`config.mk`:
```
export PLATFORM = sky130hd
export DESIGN_NAME = ram_1port_master
export DESIGN_NICKNAME = d
export VERILOG_FILES = /design/src/rtl/ram_1port_master.sv
export SDC_FILE = /design/constraint.sdc
export NUM_CORES = 1
export LEC_CHECK = 0
export ABC_AREA = 1
export BUFFER_PORTS_ARGS = -buffer_cell sky130_fd_sc_hd__buf_2
export CORE_MARGIN = 4
export CORE_UTILIZATION = 45
export DETAILED_ROUTE_END_ITERATION = 16
export PLACE_DENSITY_LB_ADDON = 0.2
export SYNTH_ARGS = -nofsm -noshare
export SYNTH_HDL_FRONTEND = slang
export SYNTH_SLANG_ARGS = --single-unit
```
`constraint.sdc`:
```
create_clock -name clk -period 2.4 [get_ports clk]
set_clock_uncertainty 0.1 [all_clocks]
set_input_delay 0.12 -clock clk [delete_from_list [all_inputs] [get_ports clk]]
set_output_delay 0.12 -clock clk [all_outputs]
set_load 0.05 [all_outputs]
```
`src/rtl/ram_1port_master.sv`:
```
// Purpose: burst master for a single-port RAM; fill (write) and read bursts of 1..8 beats.
// Latency: first RAM beat is driven the cycle after command accept; read data appears the cycle after its issue.
// Backpressure: cmd_ready only in IDLE; read issue stalls while the response buffer (1 or 2 deep) is committed.
//
// Optional feature macro: RAM1P_MST_RSP_FIFO_EN
//   defined   -> 2-entry response FIFO, one read beat per cycle with rsp_ready held high
//   undefined -> single response register, at most one read beat every 2 cycles
//
// Ports:
//   clk, rst                     clock, synchronous active-high reset
//   cmd_valid/cmd_ready          command handshake
//   cmd_wr, cmd_addr, cmd_len,   burst type, start address, beats-1, fill value
//   cmd_wdata
//   ram_enb, ram_addr, ram_wdata registered RAM controls (ram_enb=1 write, 0 read)
//   ram_rdata                    RAM read data, valid at the posedge after a read address
//   rsp_valid/rsp_ready,         read response stream with end-of-burst marker
//   rsp_data, rsp_last
//   busy                         burst active or responses outstanding

module ram_1port_master (
    input  logic       clk,
    input  logic       rst,
    input  logic       cmd_valid,
    output logic       cmd_ready,
    input  logic       cmd_wr,
    input  logic [6:0] cmd_addr,
    input  logic [2:0] cmd_len,
    input  logic [3:0] cmd_wdata,
    output logic       ram_enb,
    output logic [6:0] ram_addr,
    output logic [3:0] ram_wdata,
    input  logic [3:0] ram_rdata,
    output logic       rsp_valid,
    input  logic       rsp_ready,
    output logic [3:0] rsp_data,
    output logic       rsp_last,
    output logic       busy
);

`ifdef RAM1P_MST_RSP_FIFO_EN
    localparam logic [2:0] RSP_DEPTH = 3'd2;
`else
    localparam logic [2:0] RSP_DEPTH = 3'd1;
`endif

    typedef enum logic [1:0] {
        IDLE = 2'd0,
        WR   = 2'd1,
        RD   = 2'd2
    } state_t;

    state_t     state_q;
    logic       ram_enb_q;
    logic [6:0] ram_addr_q;
    logic [3:0] ram_wdata_q;
    logic [2:0] len_q;
    logic [2:0] cnt_q;      // index of the beat currently on the RAM port
    logic       issue_q;    // a read beat is on the RAM port this cycle

    // Response buffer: head is what the consumer sees, tail only used when 2 deep.
    logic [1:0] occ_q;
    logic [3:0] head_data_q;
    logic       head_last_q;
    logic [3:0] tail_data_q;
    logic       tail_last_q;

    logic       pop;
    logic       push;
    logic       push_last;
    logic [2:0] slots_used;
    logic       can_issue;

    assign cmd_ready = (state_q == IDLE) && !rst;
    assign ram_enb   = ram_enb_q;
    assign ram_addr  = ram_addr_q;
    assign ram_wdata = ram_wdata_q;
    assign rsp_valid = (occ_q != 2'd0);
    assign rsp_data  = head_data_q;
    assign rsp_last  = head_last_q;
    assign busy      = (state_q != IDLE) || (occ_q != 2'd0) || issue_q;

    assign pop       = rsp_valid && rsp_ready;
    assign push      = issue_q;
    assign push_last = (cnt_q == len_q);

    // Slots committed after this edge: stored beats plus the one being read now,
    // less the one leaving this cycle. The next beat may issue only into a free slot.
    assign slots_used = {1'b0, occ_q} + {2'b00, issue_q} - {2'b00, pop};
    assign can_issue  = (slots_used < RSP_DEPTH);

    always_ff @(posedge clk) begin
        if (rst) begin
            state_q     <= IDLE;
            ram_enb_q   <= 1'b0;
            ram_addr_q  <= 7'd0;
            ram_wdata_q <= 4'd0;
            len_q       <= 3'd0;
            cnt_q       <= 3'd0;
            issue_q     <= 1'b0;
        end else begin
            case (state_q)
                IDLE: begin
                    if (cmd_valid && cmd_ready) begin
                        len_q       <= cmd_len;
                        cnt_q       <= 3'd0;
                        ram_addr_q  <= cmd_addr;
                        ram_wdata_q <= cmd_wdata;
                        if (cmd_wr) begin
                            state_q   <= WR;
                            ram_enb_q <= 1'b1;
                        end else begin
                            state_q <= RD;
                            issue_q <= can_issue;
                        end
                    end
                end
                WR: begin
                    ram_addr_q <= ram_addr_q + 7'd1;
                    if (cnt_q == len_q) begin
                        state_q   <= IDLE;
                        ram_enb_q <= 1'b0;
                    end else begin
                        cnt_q <= cnt_q + 3'd1;
                    end
                end
                RD: begin
                    if (issue_q) begin
                        ram_addr_q <= ram_addr_q + 7'd1;
                        if (cnt_q == len_q) begin
                            state_q <= IDLE;
                            issue_q <= 1'b0;
                        end else begin
                            cnt_q   <= cnt_q + 3'd1;
                            issue_q <= can_issue;
                        end
                    end else begin
                        issue_q <= can_issue;
                    end
                end
                default: begin
                    state_q   <= IDLE;
                    ram_enb_q <= 1'b0;
                    issue_q   <= 1'b0;
                end
            endcase
        end
    end

    // Head only changes on a pop or a push into an empty buffer, so the
    // presented beat stays stable while the consumer stalls.
    always_ff @(posedge clk) begin
        if (rst) begin
            occ_q       <= 2'd0;
            head_data_q <= 4'd0;
            head_last_q <= 1'b0;
            tail_data_q <= 4'd0;
            tail_last_q <= 1'b0;
        end else begin
            case ({push, pop})
                2'b10: begin
                    if (occ_q == 2'd0) begin
                        head_data_q <= ram_rdata;
                        head_last_q <= push_last;
                    end else begin
                        tail_data_q <= ram_rdata;
                        tail_last_q <= push_last;
                    end
                    occ_q <= occ_q + 2'd1;
                end
                2'b01: begin
                    if (occ_q == 2'd2) begin
                        head_data_q <= tail_data_q;
                        head_last_q <= tail_last_q;
                    end
                    occ_q <= occ_q - 2'd1;
                end
                2'b11: begin
                    if (occ_q == 2'd2) begin
                        head_data_q <= tail_data_q;
                        head_last_q <= tail_last_q;
                        tail_data_q <= ram_rdata;
                        tail_last_q <= push_last;
                    end else begin
                        head_data_q <= ram_rdata;
                        head_last_q <= push_last;
                    end
                end
                default: begin
                end
            endcase
        end
    end

endmodule

```
Yosys cells after proc, flatten, opt, wreduce, memory -nomap -nowiden:

Index checks and enable logic that the tools add are counted.

* flip-flop bits (word level): 33
* input bits: 23
* output and inout port bits: 20
* logic and storage cells: 94

* add/subtract/negate cells: 6
* order comparisons: 1
* equal/unequal tests: 16
* multiplexer cells: 36
* bitwise logic cells: 2
* reduce and logical (&&, ||, !) cells: 21

Operator list (number)
* $pmux 7 s3: 1
* $mux 4: 5
* $ne 2x2->1 const B: 8
* $mux 7: 2
* $mux 1: 12
* $pmux 4 s3: 1
* $reduce_and 3->1: 4
* $mux 3: 3
* $pmux 1 s3: 3
* $pmux 3 s3: 1
* $eq 2x2->1 const B: 4
* $mux 2: 4
* $pmux 4 s2: 1
* $reduce_bool 2->1: 4
* $add 7x1->7 const B: 1
* $pmux 2 s3: 1
* $reduce_bool 3->1: 2
* $eq 2x1->1 const B: 2
* $logic_not 2->1: 2
* $pmux 2 s2: 1
* $reduce_and 2->1: 2
* $reduce_and 4->1: 1
* $add 2x1->3: 1
* $add 3x1->3 const B: 1
* 11 further kinds: 15

Logic depth before layout (Yosys ltp):

Gate-level depths: netlist of the first run.

* depth in word-level cells: 7
* depth in mapped cells: 11
* depth with buffers taken out: 11

Least setup slack after synthesis of the first run:

No wires, ideal clock.

* path type: reg-to-reg
* start: register occ_q[1]
* end: register issue_q
* library setup time: 0.070 ns
* arrival: 1.811 ns
* slack: 0.419 ns
* stages on the path, launching flop included: 11
* clock period less this slack: 1.981 ns
* cells stage by stage: dfxtp_1 > nand2_2 > o21ai_1 > ha_1 > inv_1 > fa_1 > xnor2_1 > nand2_1 > nor2_1 > nand2_1 > a21oi_1

* cells in the longest elaborated chain, start to end: 7
* elaborated cells on any way between the ends: 10

Ends and longest elaborated chain
* start, declared: RTL line 61 `logic [1:0] occ_q;`
* start signal, assigned: RTL line 168 `occ_q <= occ_q + 2'd1;`
* start signal, assigned: RTL line 175 `occ_q <= occ_q - 2'd1;`
* branches (longest 2 deep; another with $add 2x1->3)
* $sub 3x1->3 (*): RTL line 88 `assign slots_used = {1'b0, occ_q} + {2'b00, issue_q} - {2'b00, pop};`
* $lt 3x1->1 (*): RTL line 89 `assign can_issue = (slots_used < RSP_DEPTH);`
* $mux 1, on equally long branches: RTL line 129, 108
* $mux 1, on equally long branches: RTL line 127, 103
* $pmux 1 s3 (*): RTL line 101 `case (state_q)`
* end signal, assigned: RTL line 113 `issue_q <= can_issue;`
* end signal, assigned: RTL line 134 `issue_q <= can_issue;`
* end signal, assigned: RTL line 137 `issue_q <= can_issue;`
* end, declared: RTL line 58 `logic issue_q;`

Every way passes the cells marked *. The select of a mux whose other input is x is not followed.
A chain may end at the register's enable or synchronous reset.

Worst setup path after layout of the first run:

Same ends and word-level chain as after synthesis.

==> results of run 1 <==
==> sequential cells by signal, summed over array words and instances, names as in the netlist <==
signal,count
rsp_data,4
rsp_last,1
state_q,2
ram_enb,1
tail_last_q,1
occ_q,2
issue_q,1
cnt_q,3
tail_data_q,4
ram_addr,7
ram_wdata,4
len_q,3
==> cell usage after synthesis <==
cell       n
a21oi_1   18
a21oi_2    1
a21oi_4    1
a31o_2     1
a31oi_1    1
buf_2      1
buf_6      1
clkbuf_1   3
dfxtp_1   33
fa_1       1
ha_1       7
inv_1     28
inv_2      1
inv_4      1
nand2_1   66
nand2_2    3
nand3_1   29
nand3_2    1
nand3b_1   1
nand3b_2   1
nand4_1    4
nor2_1    27
nor2_4     2
nor2_8     1
o211ai_1   5
o21ai_0   14
o21ai_1    2
o21bai_1   1
o31ai_1    1
or2_2      2
xnor2_1    2
==> cells by family (layout without fill, tap and decap cells) <==
group	Yosys count	count (layout)	share of synthesized area
compound gates	45	45	0.145
xor+xnor	2	2	0.00966
fa+ha+maj	8	8	0.0593
buf+inv	35	88	0.0787
flops	33	33	0.364
simple gates	137	137	0.343
==> final timing paths <==
| path | end | slack (ns) | cells after the start |
|---|---|---|---|
| worst min register to register | ram_wdata[2] | 0.36 | 2 |
| worst min-delay path | tail_data_q[2] | 0.006 | 3 |
| worst max-delay path | issue_q | 0.28 | 10 |
| worst max register to register | issue_q | 0.28 | 10 |
==> per-layer routing <==
layer	GRT usage	vias to the layer above
met5	0	-
met4	0.0438	0
met3	0.0407	6
met2	0.279	40
met1	0.212	775
li1	-	949
==> worst max-delay path: stages (launching register included) <==
cell and delay (ns):
dfxtp_1 0.51, nand2_2 0.16, o21ai_1 0.22, ha_1 0.18
inv_1 0.05, fa_1 0.39, xnor2_1 0.14, nand2_1 0.06
nor2_1 0.09, nand2_1 0.06, a21oi_1 0.10
==> power groups by stage <==
stage	Clock, mW	Sequential [mW]	Combinational, mW
floorplan	0	1.11	0.740
global placement	0	0.805	1.31
detailed placement	0	0.808	1.32
CTS	0.537	0.797	1.34
global route	0.559	0.818	1.47
finish	0.527	0.797	1.33
==> layout make-up <==
class	count	area (um^2)
clock buffer	5	68.8
fill	371	1520
timing repair buffer	50	290
tap	48	60.1
clock inverter	3	46.3
sequential	33	661
inverter	30	115
multi-input combinational	192	1010
==> per-stage QoR <==
| step | area (um^2) | util |
|---|---|---|
| after detailed placement | 2060 | 0.545 |
| after CTS | 2250 | 0.597 |
| final | 2250 | 0.597 |
| after global routing | 2250 | 0.597 |
| after global placement | 2060 | 0.545 |
| after floorplan | 1810 | - |
==> layout by cell type (no fill, tap or decap), types with 2 or more instances in the layout <==
cell type and instances:
clkbuf_8 5, o21ai_1 2, buf_2 42, nor2_4 2, dfxtp_1 33, nor2_1 27, xnor2_1 2, a21oi_1 18
o211ai_1 5, dlygate4sd3_1 8, ha_1 7, nand4_1 4, inv_1 28, o21ai_0 14, or2_2 2, nand3_1 29
nand2_1 66, nand2_2 3
==> repair_timing <==
item / 4_1_cts / 5_1_grt
hold endpoints to repair: 8 / 0
resized for setup: 0 / 0
hold buffers: 8 / 0
==> reports/results.tsv, run 1 <==
metric	value	unit
slew_headroom	0.734	
setup_tns	0	ns
drv_slew	0	
htreeDepth	2	
io_buffer_count	42	
drt-vias-per-instance	4.90	
p_seq_frac	0.300	
cts_tree	built	
num_vias	1770	
p_switching	1.29	mW
worst_hold_path_type	in2reg	
wl_met1	1.90	mm
area_growth	24.2	%
pin_count	43	
syn_nets	291	
clock_power_share	0.198	
cts_setup_buffers	0	
start_util	0.481	
dpl.cell_count	345	
ys_seq_area_frac	0.364	
drc_errors	0	
crit_start	occ_q[1]	
wire_per_inst	11.4	um
met2_wirelength	1.92	mm
hpwlAfterDp	2.88	mm
setup_viol	0	
num_antenna_cells	0	
netSwitchingFraction	0.487	
synth.area.top_cells	dfxtp_1, nand2_1, nand3_1	
rsz0062_at_grt	no	
power_density	1180	mW/mm^2
root_buffer	clkbuf_8	
cts_buffers	5	
overflow	0	
syn_inst	260	
setup_slack	0.275	ns
syn-cell-area	0.00181	mm^2
status	finished clean	
post-route-period-util	0.885	
min_from	ram_rdata[2]	
fmax	471	MHz
whs	0.00585	ns
synth_top_area_share	0.364	
grt_use_total	0.166	
synth_warnings	0	
clkSlewWorstSetupHoldPaths	0.07	ns
synth_seq_cells	33	
drive_gt1_frac	0.208	
netlist.top_cell.by_area	dfxtp_1	
drv_cap	0	
grt_antenna_before_repair	0	
dpl_worst_slack	0.292	ns
crit_path_end_kind	flop	
grt_pass1_wl	6.91	mm
routed_wl	4.10	mm
worst_ep_arrival_time	2.24	ns
worst_slew_pin_slew	0.399	ns
clock_latency	0.28	ns
top_layer	met4	
synth_area_per_cell	6.97	um^2
cts_max_path_buffers	2	
leakagePower	1.11	nW
required	2.52	ns
firstDrtPassIters	6	
grt_max_degree	28	
die_w	71.5	um
clock-sinks	33	
cp_max_fo	6	
core	0.00377	mm^2
die_h	71.5	um
die_area	0.00511	mm^2
drt-initial-drc-count	104	
stdcell_count	361	
ir_drop	0.566	mV
gp_congestion	0.777	
finalPower	2.65	mW
postRouteAntennaNets	0	
wl_met3	234	um
grt_pass1_vias	1602	
power.share.combinational	0.501	
final_nets	343	
start_kind	flop	
timing.rr.start	occ_q[1]	
hold_viol	0	
ys_types	31	
fp-row-count	22	
fin_crit	2.12	ns
critPathKind	reg2reg	
internal-power	1.36	mW
(Power assumes the default switching activity.)
==> run 2: changes to the inputs <==
- ABC_AREA: 1 -> unset
==> reports/results.tsv, run 2 <==
metric	value	unit	change
num_vias	1659		-6.3%
worst_slew_pin_slew	0.481	ns	+0.0813 ns
netSwitchingFraction	0.462		-0.0245
drive_gt1_frac	0.248		+0.0404
ys_seq_area_frac	0.373		+0.00823
grt_antenna_before_repair	0		unchanged
htreeDepth	2		unchanged
required	2.53	ns	about the same
grt_use_total	0.157		-0.00864
synth-xor-area-share	0.0247		+0.0150
io_buffer_count	42		unchanged
post-synth-top-count-cell	dfxtp_1		
root_buffer	clkbuf_8		
ctsResizeCount	0		unchanged
synthMuxAreaShare	0.0790		+0.0790
synth_warnings	0		unchanged
overflow	0		unchanged
hpwlAfterDp	2.72	mm	-5.4%
power_density	1230	mW/mm^2	+4.1%
clock_power_share	0.194		-0.004
area_growth	26.6	%	
stdcell_count	310		-14%
async_flop_share	0		unchanged
crit_path_end_kind	flop		
rsz0062_at_grt	no		
synth_area_per_cell	8.52	um^2	+22%
final_cell_mix	buf_2, dfxtp_1, nand2_1		
wire_per_inst	12.3	um	+8.6%
hold_viol	0		unchanged
grt_max_degree	39		+39%
leakagePower	1.03	nW	-7.1%
internal-power	1.48	mW	+8.7%
pin_count	43		unchanged
fmax	453	MHz	-3.8%
slew_headroom	0.677		-0.0566
slowest_stage	fa_1		
synth.cells.most_frequent	dfxtp_1, nand2_1, nor2_1, a21oi_1, mux2i_1		
synth_flop_cell	dfxtp_1		
power.share.combinational	0.521		+0.020
synth.area.top_cells	dfxtp_1, mux2i_1, ha_1		
synthAdderAreaFrac	0.0607		+0.00134
start_util	0.474		-0.00716
fp-row-count	22		unchanged
critPathKind	reg2reg		
cts_tree	built		
postRouteAntennaNets	0		unchanged
worst_hold_path_type	in2reg		
yosys.area_share.simple	0.191		-0.152
crit_family	compound AO/OA/AOI/OAI gates		
num_antenna_cells	0		unchanged
clock-sinks	33		unchanged
cp_max_fo	5		-1
p_switching	1.27	mW	-1.4%
drv_slew	0		unchanged
cts_buffers	5		unchanged
worst_ep_arrival_time	2.34	ns	+0.10 ns
synth_top_area_share	0.373		+0.00823
post-route-period-util	0.920		+0.0350
synth-edff-count	0		unchanged
drt-initial-drc-count	61		-41%
ys_types	47		+52%
syn_inst	208		-20%
synth_seq_cells	33		unchanged
cts_max_path_buffers	2		unchanged
fin_crit	2.21	ns	+0.0840 ns
grt_pass1_vias	1505		-6.1%
drt-vias-per-instance	5.35		+9.1%
final_common_cell	buf_2		
dpl.cell_count	292		-15%
synth_top_family_by_area	compound AO/OA/AOI/OAI gates		
synth_compound_area_frac	0.217		+0.0717
netlist.top_cell.by_area	dfxtp_1		
path_cells	inv_1, o21ai_0, ha_1, inv_1, fa_1, xnor2_1, o2111ai_1, a31oi_1, a31o_2		
cts_setup_buffers	0		unchanged
p_seq_frac	0.285		-0.015
ir_drop	0.875	mV	+55%
start_kind	flop		
drc_errors	0		unchanged
crit_top_cell	inv_1		
die_h	70.8	um	-0.99%
syn-cell-area	0.00177	mm^2	-2.2%
firstDrtPassIters	4		-2
die_w	70.8	um	-0.99%
setup_viol	0		unchanged
grt_pass1_wl	6.56	mm	-5.1%
cpPeakStageDelay	0.40	ns	-0.11 ns
setup_tns	0	ns	unchanged
die_area	0.00501	mm^2	-2.0%
clkSlewWorstSetupHoldPaths	0.07	ns	about the same
largest_reg_flops	7		unchanged
clock_latency	0.28	ns	about the same
routed_wl	3.82	mm	-6.7%
core	0.00374	mm^2	-0.73%
worst-path-buf-inv	2		+1
syn_nets	239		-18%
gp_congestion	0.834		+7.4%
drv_cap	0		unchanged
final_nets	292		-15%
status	finished clean		
-- run 2: cell count changes after synthesis, sizes merged, moves of 5 or more --
| cell | before | now |
|---|---|---|
| a211oi | 0 | 10 |
| inv | 30 | 12 |
| mux2i | 0 | 14 |
| nand2 | 69 | 20 |
| nand3 | 30 | 11 |
| nor2 | 30 | 18 |
| o21ai | 16 | 11 |
-- run 2: per-stage QoR --
stage          hold slack, ns  power [mW]  setup slack [ns]  utilization  cell area (um^2)
2_1_floorplan           0.121        1.91             0.314            -              1770
3_3_place_gp            0.273        2.21             0.297        0.542              2030
3_5_place_dp            0.268        2.22             0.230        0.542              2030
4_1_cts               0.00282        2.78             0.182        0.600              2240
5_1_grt                0.0121        2.95            0.0284        0.600              2240
6_report              0.00711        2.75             0.191        0.600              2240
-- run 2: power by group through the flow --
stage	registers, mW	logic [mW]	clock network [mW]
global route	0.807	1.56	0.588
finish	0.784	1.44	0.534
CTS	0.785	1.44	0.550
floorplan	1.07	0.837	0
detailed placement	0.797	1.43	0
global placement	0.796	1.42	0
-- run 2: final timing paths --
kind / from / endpoint / slack, ns / cells past startpoint
min: cmd_len[2] / len_q[2] / 0.007 / 3
min reg2reg: ram_wdata[3] / ram_wdata[3] / 0.35 / 2
max reg2reg: occ_q[0] / issue_q / 0.19 / 9
max: occ_q[0] / issue_q / 0.19 / 9
-- run 2: timing repair --
item                                   CTS  global route
setup endpoints to repair                0             0
hold buffers                            10             0
endpoints found under the hold margin   10             0
-- run 2: cell families (layout without fill, tap and decap cells) --
kind of cell,count (synthesis),after routing
compound gates,56,56
buf+inv,23,77
fa+ha+maj,8,8
xor+xnor,5,5
flops,33,33
mux,14,14
simple gates,69,69
-- run 2: area by class of cell --
class	instances	area [um^2]
Clock buffer	7	86.3
Timing Repair Buffer	57	348
Tap cell	48	60.1
Sequential cell	33	661
Inverter	12	45.0
Fill cell	345	1500
Multi-Input combinational cell	152	1010
Clock inverter	1	30.0
-- run 2: layer usage --
| metal | share of wire | vias up | global-route usage |
|---|---|---|---|
| met5 | 0 | - | 0 |
| met4 | 0.011 | 0 | 0.0376 |
| met3 | 0.073 | 4 | 0.0526 |
| met2 | 0.45 | 44 | 0.251 |
| met1 | 0.47 | 765 | 0.206 |
| li1 | - | 846 | - |
-- run 2: worst register-to-register path, delay by kind of cell (launching register included) --
| family | cells | cell delay [ns] |
|---|---|---|
| AO/OA/AOI/OAI | 4 | 0.74 |
| XOR/XNOR | 1 | 0.17 |
| adder cells (fa/ha/maj) | 2 | 0.61 |
| buffers and inverters | 2 | 0.16 |
| flip-flops | 1 | 0.38 |
==> run 3: changes to the inputs <==
- RECOVER_POWER: unset -> 25
==> reports/results.tsv, run 3 (synthesis results as in run 2) <==
metric	value	unit	change
hold_buffers	10		unchanged
start_kind	flop		
die_w	70.8	um	unchanged
crit_top_cell	inv_1		
fp-row-count	22		unchanged
clock-sinks	33		unchanged
fmax	453	MHz	about the same
ir_drop	0.872	mV	-0.31%
drt-initial-drc-count	61		unchanged
slew_headroom	0.597		-0.0796
final_nets	292		unchanged
grt_max_degree	39		unchanged
dpl_cell_area	0.00203	mm^2	unchanged
cpPeakStageDelay	0.40	ns	about the same
hpwlAfterDp	2.72	mm	unchanged
cts_max_path_buffers	2		unchanged
r2r_cells	9		unchanged
cts_buffers	5		unchanged
p_switching	1.27	mW	about the same
holdPathStages	3		unchanged
fin_area	0.00223	mm^2	-0.67%
clkSlewWorstSetupHoldPaths	0.07	ns	about the same
drv_cap	0		unchanged
internal-power	1.47	mW	-0.98%
cp_max_fo	5		unchanged
gp_congestion	0.834		unchanged
worst_hold_path_type	in2reg		
post-route-period-util	0.920		about the same
worst_ep_arrival_time	2.34	ns	about the same
dpl_worst_slack	0.230	ns	unchanged
grt_pass1_vias	1505		unchanged
num_vias	1644		-0.90%
netSwitchingFraction	0.465		+0.00266
wire_per_inst	12.3	um	-0.16%
num_antenna_cells	0		unchanged
worst_slew_pin_slew	0.606	ns	+0.126 ns
setup_slack	0.192	ns	+0.000244 ns
p_seq_frac	0.287		+0.002
grt_use_total	0.157		unchanged
power_density	1230	mW/mm^2	+0.18%
clock_latency	0.28	ns	about the same
firstDrtPassIters	4		unchanged
ctsResizeCount	0		unchanged
pin_count	43		unchanged
area_growth	25.8	%	
fin_crit	2.21	ns	-0.000244 ns
critPathKind	reg2reg		
final_common_cell	dfxtp_1		
path_cells	inv_1, o21ai_0, ha_1, inv_1, fa_1, xnor2_1, o2111ai_1, a31oi_1, a31o_2		
hold_viol	0		unchanged
drt-vias-per-instance	5.30		-0.90%
postRouteAntennaNets	0		unchanged
start_util	0.474		unchanged
setup_tns	0	ns	unchanged
cts_tree	built		
nFillCells	352		+2.0%
largest_reg_flops	7		unchanged
io_buffer_count	42		unchanged
setup_viol	0		unchanged
final_cell_mix	dfxtp_1, buf_2, nand2_1		
rsz0062_at_grt	no		
root_buffer	clkbuf_8		
drc_errors	0		unchanged
drv_slew	0		unchanged
clock_power_share	0.195		about the same
status	finished clean		
finalPower	2.74	mW	-0.49%
die_area	0.00501	mm^2	unchanged
grt_pass1_wl	6.56	mm	unchanged
routed_wl	3.82	mm	-0.16%
crit_cells	9		unchanged
required	2.53	ns	about the same
worst-path-buf-inv	2		unchanged
core	0.00374	mm^2	unchanged
leakagePower	0.987	nW	-4.6%
overflow	0		unchanged
drive_gt1_frac	0.202		-0.0458
cts_setup_buffers	0		unchanged
htreeDepth	2		unchanged
grt_antenna_before_repair	0		unchanged
slowest_stage	fa_1		
crit_path_end_kind	flop		
crit_family	compound AO/OA/AOI/OAI gates		
power.share.combinational	0.519		-0.002
die_h	70.8	um	unchanged
==> run 3: cell count changes in the layout (fill, tap and decap cells not counted) <==
| cell | delta |
|---|---|
| clkbuf_1 | +12 |
| buf_2 | -12 |
==> run 3: cell type report <==
type | count | area (um^2) | area share
tap | 48 | 60.1 | 0.0269
multi-input combinational | 152 | 1010 | 0.455
clock buffer | 7 | 86.3 | 0.0387
timing repair buffer | 57 | 333 | 0.149
sequential | 33 | 661 | 0.296
inverter | 12 | 45.0 | 0.0202
clock inverter | 1 | 30.0 | 0.0135
==> run 3: power groups by stage <==
stage | clock [mW] | combinational, mW | sequential [mW]
final | 0.534 | 1.42 | 0.786
after global routing | 0.588 | 1.54 | 0.808
after CTS | 0.550 | 1.44 | 0.785
after detailed placement | 0 | 1.43 | 0.797
after global placement | 0 | 1.42 | 0.796
after floorplan | 0 | 0.837 | 1.07
==> run 3: worst reg2reg max path, stage by stage (launching register included) <==
cell	delay, ns
dfxtp_1	0.38
inv_1	0.11
o21ai_0	0.29
ha_1	0.21
inv_1	0.05
fa_1	0.40
xnor2_1	0.17
o2111ai_1	0.13
a31oi_1	0.16
a31o_2	0.16
==> run 3: path summary, 6_finish.rpt <==
check                     from      endpoint  slack [ns]
setup / recovery      occ_q[0]       issue_q        0.19
hold / removal      cmd_len[1]      len_q[1]       0.006
setup reg to reg      occ_q[0]       issue_q        0.19
hold reg to reg   ram_wdata[3]  ram_wdata[3]        0.36
==> run 3: per-layer routing <==
metal  up-vias  global-route usage  wire, um
met4         0              0.0376        41
li1        847                   -         -
met1       748               0.206      1790
met5         -                   0         0
met2        44               0.251      1720
met3         5              0.0526       268
==> run 3: metrics by stage <==
stage / util / hold WS, ns / std cells
floorplan: - / 0.121 / 208
global placement: 0.542 / 0.273 / 292
detailed placement: 0.542 / 0.268 / 292
CTS: 0.600 / 0.00282 / 310
global route: 0.596 / 0.0121 / 310
finish: 0.596 / 0.00606 / 310
